`src/rtl/rast_hit_merge.sv`:
```
// rast_hit_merge: packs up to LANES hits per cycle into a show-ahead FIFO and drains it over one valid/ready stream.
// Define RAST_HIT_STATS_EN to add the saturating hit/drop counters.
module rast_hit_merge #(
  parameter int SIGFIG      = 24,
  parameter int AXIS        = 3,
  parameter int COLORS      = 3,
  parameter int LANES       = 2,
  parameter int DEPTH       = 16,
  parameter int HALT_THRESH = 8
) (
  input  logic                                       clk,
  input  logic                                       rst,
  input  logic [LANES-1:0]                           hit_valid_R18H,
  input  logic [LANES-1:0][AXIS-1:0][SIGFIG-1:0]     hit_R18S,
  input  logic [LANES-1:0][COLORS-1:0][SIGFIG-1:0]   color_R18U,
  output logic                                       halt_RnnnnL,
  output logic                                       out_valid_R19H,
  input  logic                                       out_ready_R19H,
  output logic [AXIS-1:0][SIGFIG-1:0]                out_hit_R19S,
  output logic [COLORS-1:0][SIGFIG-1:0]              out_color_R19U,
  output logic                                       overflow_RnnnnH
`ifdef RAST_HIT_STATS_EN
  ,
  output logic [31:0]                                hit_count_RnnnnU,
  output logic [15:0]                                drop_count_RnnnnU
`endif
);
  localparam int PW = $clog2(DEPTH);
  localparam int CW = PW + 1;
  localparam int EW = (AXIS + COLORS) * SIGFIG;
  logic [EW-1:0] mem_q [DEPTH];
  logic [PW-1:0] wr_q, wr_d, rd_q, rd_d;
  logic [CW-1:0] cnt_q, cnt_d, free, n, nd;
  logic halt_q, ovf_q, pop;
  logic [LANES-1:0] we;
  logic [LANES-1:0][PW-1:0] wa;
  // Free space is taken before this cycle's pop; lanes beyond it are dropped.
  always_comb begin
    free = CW'(DEPTH) - cnt_q;
    pop = (cnt_q != '0) && out_ready_R19H;
    n = '0;
    nd = '0;
    we = '0;
    wa = '0;
    for (int l = 0; l < LANES; l++) begin
      wa[l] = wr_q + n[PW-1:0];
      we[l] = hit_valid_R18H[l] && (n < free);
      nd = nd + CW'(hit_valid_R18H[l] && !we[l]);
      n = n + CW'(we[l]);
    end
    wr_d = wr_q + n[PW-1:0];
    rd_d = rd_q + PW'(pop);
    cnt_d = cnt_q + n - CW'(pop);
  end
  always_ff @(posedge clk or negedge rst)
    if (!rst) begin
      wr_q <= '0;
      rd_q <= '0;
      cnt_q <= '0;
      halt_q <= 1'b1;
      ovf_q <= 1'b0;
    end else begin
      wr_q <= wr_d;
      rd_q <= rd_d;
      cnt_q <= cnt_d;
      halt_q <= !((CW'(DEPTH) - cnt_d) < CW'(HALT_THRESH));
      ovf_q <= ovf_q | (nd != '0);
    end
  always_ff @(posedge clk)
    for (int l = 0; l < LANES; l++)
      if (we[l]) mem_q[wa[l]] <= {hit_R18S[l], color_R18U[l]};
  assign out_valid_R19H = cnt_q != '0;
  assign {out_hit_R19S, out_color_R19U} = mem_q[rd_q];
  assign halt_RnnnnL = halt_q;
  assign overflow_RnnnnH = ovf_q;
`ifdef RAST_HIT_STATS_EN
  logic [31:0] hits_q;
  logic [15:0] drops_q;
  logic [32:0] hits_sum;
  logic [16:0] drops_sum;
  always_comb begin
    hits_sum = {1'b0, hits_q} + 33'(n);
    drops_sum = {1'b0, drops_q} + 17'(nd);
  end
  always_ff @(posedge clk or negedge rst)
    if (!rst) begin
      hits_q <= '0;
      drops_q <= '0;
    end else begin
      hits_q <= hits_sum[32] ? '1 : hits_sum[31:0];
      drops_q <= drops_sum[16] ? '1 : drops_sum[15:0];
    end
  assign hit_count_RnnnnU = hits_q;
  assign drop_count_RnnnnU = drops_q;
`endif
endmodule

```
`config.mk`:
```
export PLATFORM = sky130hd
export DESIGN_NAME = rast_hit_merge
export DESIGN_NICKNAME = d
export VERILOG_FILES = /design/src/rtl/rast_hit_merge.sv
export SDC_FILE = /design/constraint.sdc
export NUM_CORES = 2
export LEC_CHECK = 0
export BUFFER_PORTS_ARGS = -buffer_cell sky130_fd_sc_hd__buf_2
export CAP_MARGIN = 30
export CELL_PAD_IN_SITES_DETAIL_PLACEMENT = 1
export CELL_PAD_IN_SITES_GLOBAL_PLACEMENT = 2
export CORE_MARGIN = 4
export CORE_UTILIZATION = 45
export CTS_CLUSTER_DIAMETER = 30
export DETAILED_ROUTE_END_ITERATION = 6
export PLACE_DENSITY_LB_ADDON = 0.1
export SLEW_MARGIN = 20
export SYNTH_ARGS = -nofsm -noshare
export SYNTH_HDL_FRONTEND = slang
export SYNTH_SLANG_ARGS = --single-unit
```
`constraint.sdc`:
```
create_clock -name clk -period 41.7 [get_ports clk]
set_input_delay 4.17 -clock clk [delete_from_list [all_inputs] [get_ports clk]]
set_output_delay 4.17 -clock clk [all_outputs]
set_load 0.02 [all_outputs]
```
* Word level (Yosys, flattened, before mapping)
Memory sizes are Yosys's and may differ from the RTL's. Cells that the tools add are included.
Cells by class: add/sub/neg operators 9, multipliers 0, div/mod/pow operators 0, magnitude comparators 3, equal/unequal tests 0, shifts and indexed selects 0, muxes and demuxes 4, bitwise operators 1, reduce and logical (&&, ||, !) cells 10
Operators by type and width (number):
- nonzero test 5 bit | 2
- subtractor 5 bit, first input constant | 2
- adder 4 x 1 -> 4 bit | 2
- adder 5 x 2 -> 5 bit | 1
- logical AND 1 bit | 5
- less-than comparator 1 x 5 -> 1 bit | 1
- less-than comparator 1 x 5 -> 1 bit, first input constant | 1
- less-than comparator 5 x 4 -> 1 bit, second input constant | 1
- subtractor 5 x 1 -> 5 bit | 1
- adder 1 x 1 -> 2 bit | 2
- adder 4 x 2 -> 4 bit | 1
- two-way mux 1 bit | 4
- logical NOT 1 bit | 3
- OR 1 bit | 1
Storage, ports and cells: flip-flop bits (word level) 15, bits in latches 0, memory bits (writable) 2304, bits in read-only memories 0, bits of input ports 293, output and inout port bits 147, word-level logic and storage cells 33, memories 1
Memories:
- mem_q | depth 16, bits a word 144, read ports 1, clocked after Yosys merged registers in 0, wr ports 2, line 31 | logic [EW-1:0] mem_q [DEPTH];

* Logic depth before layout (Yosys ltp)
word-level depth 11, depth in mapped cells 21, mapped depth without buffers 20

* Worst setup path after synthesis
OpenSTA, ideal clock, no wires.
path type in2reg, from in hit_valid_R18H[0], to mem mem_q[2][0] (netlist name), enable pin, library setup time 1037 ps, arrival 18928 ps, data required time 40663 ps, setup slack 21736 ps, stages on the path 3, path buffers 1, path through nand2b_1 > clkbuf_1 > o41ai_1
RTL lines:
- from (decl) | line 13 | input logic [LANES-1:0] hit_valid_R18H,
- to (decl) | line 31

==> results.txt <==
The flow ran to the end, and the final reports show no timing, DRC or antenna violations. The remaining global-route overflow came out at 0. For the pin with the worst max-slew slack, the measured transition is 1.12 ns.

The number of levels in the clock H-tree is 6. The number of inserted filler cells in the final layout is 22,900. The remaining number of nets flagged by the antenna check after routing is 0.

After floorplanning, the core was divided into 187 placement rows. The combined buffer and inverter count along the critical path came out at 4. The synthesis-to-finish area growth is 20.6%. The detail-routed net length per standard cell came out at 35.0 um. The number of flops mapped to enable cells by yosys is 2,304. The number of buffers added for setup after CTS is 0. The maximum achievable frequency is 101 MHz. The critical path endpoint category is an output pin. The number of failing hold endpoints at the final stage is 0. The total wirelength of the detailed-routed design came out at 379,000 um. The tree is rooted in a clkbuf_16. The post-detailed-placement cell area came out at 0.123 sq mm. The overall die width is 521 um. The die outline area is 0.271 sq mm. The commonest register cell after synthesis is edfxtp_1. Setup repair after global routing left no endpoint under its margin. The power spent charging and discharging nets came out at 3690 uW.

For this configuration, the core starts out at a cell density of 0.454. The number of global-route vias before repair is 72,900. Leaving out fill and tap cells, the most frequent cell in the layout is edfxtp_1.

The core region area is 0.261 sq mm. The power share of the combinational group is 0.315. The stage delay of the slowest cell on the critical path is 0.88 ns.

After routing the design area is 0.143 sq mm. The count of yosys warnings during synthesis came out at 0. The final cell count without fillers is 10,800.

Across the routed clock network, the largest skew measured is 0.0487 ns. Each instance of the synthesized netlist takes up on average 18.6 sq um. The top-level I/O count came out at 440. The critical path's top delay family is buffers and inverters. The critical path is of the reg2out type.

The number of maximum-capacitance violations came out at 0. The number of remaining DRC errors is 0. The insertion delay to the later sink of the worst-skew pair came out at 0.92 ns. The proportion of total power due to net switching came out at 0.324. The worst pin sits at a relative slew slack of 0.253.

The TritonCTS clock tree is built. The peak supply drop is 89.4 uV. The fraction of power consumed by the clock network is 0.388. The detailed placement HPWL is 199,000 um.

The cell taking the most area after synthesis is edfxtp_1. The final weighted congestion of routability-driven global placement came out at 0.740. The cell total after placement came out at 9,715.

The DRC violation total after the first TritonRoute iteration is 5,867. For this block, the via count after detailed routing is 66,100. The minimum clock period after layout is 9.94 ns. On the critical path, the stage with the largest delay is an instance of dfrtp_4. The part of the cycle the worst path needs came out at 0.238. The first-pass iteration count of the detailed router is 7.

In the final layout, the share of cells above drive strength 1 is 0.612. Synthesis instantiated 43 different standard cells from the library. The share of synthesized area in the top cell type comes to 0.585. The number of pins with negative max-slew slack in the final report came out at 0. STA classifies the critical path startpoint as a flip-flop. The quantity of hold-fixing buffers added after cts came out at 0. The share of the Yosys chip area taken by registers is 0.588.

In this design, the critical path's most frequently occurring cell is buf_4. Port buffering added 439 buffers. The hold slack came out at 0.458 ns. The total routing resource utilization after global routing is 0.277. The die is 521 um tall. After the last flow step, the layout net total stands at 7,130. The number of gates resized after CTS was 0.

Of the total power, registers draw 0.296. The fraction of synthesis flops using an asynchronous set or reset pin is 0.00647. The count of mapped cells out of synthesis is 6,357. The required time of the worst setup path came out at 37.53 ns. The min-delay analysis places its worst path in the category reg2reg. The clock edge transition at the registers on the reported setup and hold paths is 0.04 ns. The final number of setup-violating endpoints came out at 0.

In this run the static leakage power is 0.0505 uW. The maximum count of clock buffers along a single path came out at 4. The post-route setup TNS came out at 0 ns.

The synthesized design contains 2,319 register bits. The cell area power density is 79.7 mW/mm^2. In the layout the commonest cells are edfxtp_1 (2,304), mux2_2 (1,863), mux4_2 (668), clkbuf_16 (601), mux2_4 (441). The maximum number of pins on one net before global-route repair is 109. The total CTS buffers is 593. The number of antenna violations at the first check in global routing came out at 115.

The first global-routing pass estimated 542,000 um of wire. The critical path goes through buf_4, buf_4, buf_4, mux4_2, mux2i_1, a21oi_1, buf_2. Synthesis produced a netlist with a net count of 6,668. By area the synthesized netlist is led by edfxtp_1 (59%), mux2_2 (18%), mux4_2 (13%), mux2_4 (5.6%), buf_2 (0.91%). In this run the worst path has a maximum fanout of 39. The cell-internal power came out at 7680 uW. The per-cell via count in the routed design came out at 6.10. The arrival time at the worst endpoint is 5.77 ns. The area of the mapped netlist is 0.118 sq mm. Clock tree synthesis found a total of 2,319 sinks.
[routing by layer]
metal,GRT usage,vias up,part of all wire
met4,0.0859,58,0.026
met2,0.453,2373,0.49
met1,0.371,35900,0.42
met3,0.0605,695,0.065
li1,-,27000,-
met5,0,-,0.0010
[final cells by class]
| cell class | count | area (sq um) | area share |
|---|---|---|---|
| sequential | 2319 | 69600 | 0.488 |
| multi-input combinational | 3290 | 45300 | 0.318 |
| clock buffer | 695 | 15400 | 0.108 |
| tap | 3496 | 4370 | 0.0307 |
| timing repair buffer | 594 | 3920 | 0.0275 |
| clock inverter | 369 | 3880 | 0.0272 |
| antenna | 42 | 105 | 0.000737 |
| inverter | 21 | 78.8 | 0.000553 |
[stage by stage]
stage	total power (uW)	worst slack [ns]	util
2_1_floorplan	5920	21.74	-
3_3_place_gp	6960	31.17	0.471
3_5_place_dp	7020	31.75	0.473
4_1_cts	11500	31.41	0.547
5_1_grt	11800	31.27	0.547
6_report	11400	31.76	0.547
[power by group through the flow]
stage | clock network, uW | registers, uW | logic [uW]
6_report | 4420 | 3370 | 3590
3_5_place_dp | 0 | 3410 | 3610
4_1_cts | 4470 | 3370 | 3630
3_3_place_gp | 0 | 3390 | 3560
5_1_grt | 4610 | 3400 | 3760
2_1_floorplan | 0 | 3560 | 2360
[sequential cells by signal, indices dropped and copies added (netlist names)]
name,cells
mem_q,2304
cnt_q,5
rd_q,4
wr_q,4
halt_RnnnnL,1
overflow_RnnnnH,1
[logic make-up (layout without fill, tap and decap cells)]
| logic type | count (synthesis) | after routing | share of synthesized area |
|---|---|---|---|
| multiplexers | 3025 | 3025 | 0.365 |
| other | 0 | 42 | 0 |
| XOR/XNOR | 9 | 9 | 0.000667 |
| buffers and inverters | 748 | 1679 | 0.0313 |
| flip-flops | 2319 | 2319 | 0.588 |
| adder cells (fa/ha/maj) | 19 | 19 | 0.00212 |
| AO/OA/AOI/OAI | 133 | 133 | 0.00744 |
| AND/OR/NAND/NOR | 104 | 104 | 0.00510 |
[synth_stat cells (4+ instances only)]
library cell	n
edfxtp_1	2304
mux2_2	1863
mux4_2	668
mux2_4	441
clkbuf_1	227
buf_2	215
buf_1	198
buf_6	81
a21oi_1	56
nor2b_1	54
mux2i_1	53
a211oi_1	52
inv_1	21
ha_1	16
nand3_1	16
dfrtp_1	14
o41ai_1	11
nand2_1	9
xnor2_1	7
buf_4	6
nand2b_1	5
nor2_1	5
nor3_1	4
o31ai_1	4
[worst paths after layout]
check / slack [ns] / depth (start not counted) / endpoint / start
max reg2reg: 34.17 / 18 / mem_q[3][43] / cnt_q[0]
min in group asynchronous: 3.20 / 1 / overflow_RnnnnH / rst
min reg2reg: 0.46 / 1 / overflow_RnnnnH / overflow_RnnnnH
max in group asynchronous: 38.17 / 1 / rd_q[3] / rst
min: 0.46 / 1 / overflow_RnnnnH / overflow_RnnnnH
max: 31.76 / 7 / out_hit_R19S[15] / rd_q[0]
(Power assumes the default switching activity.)
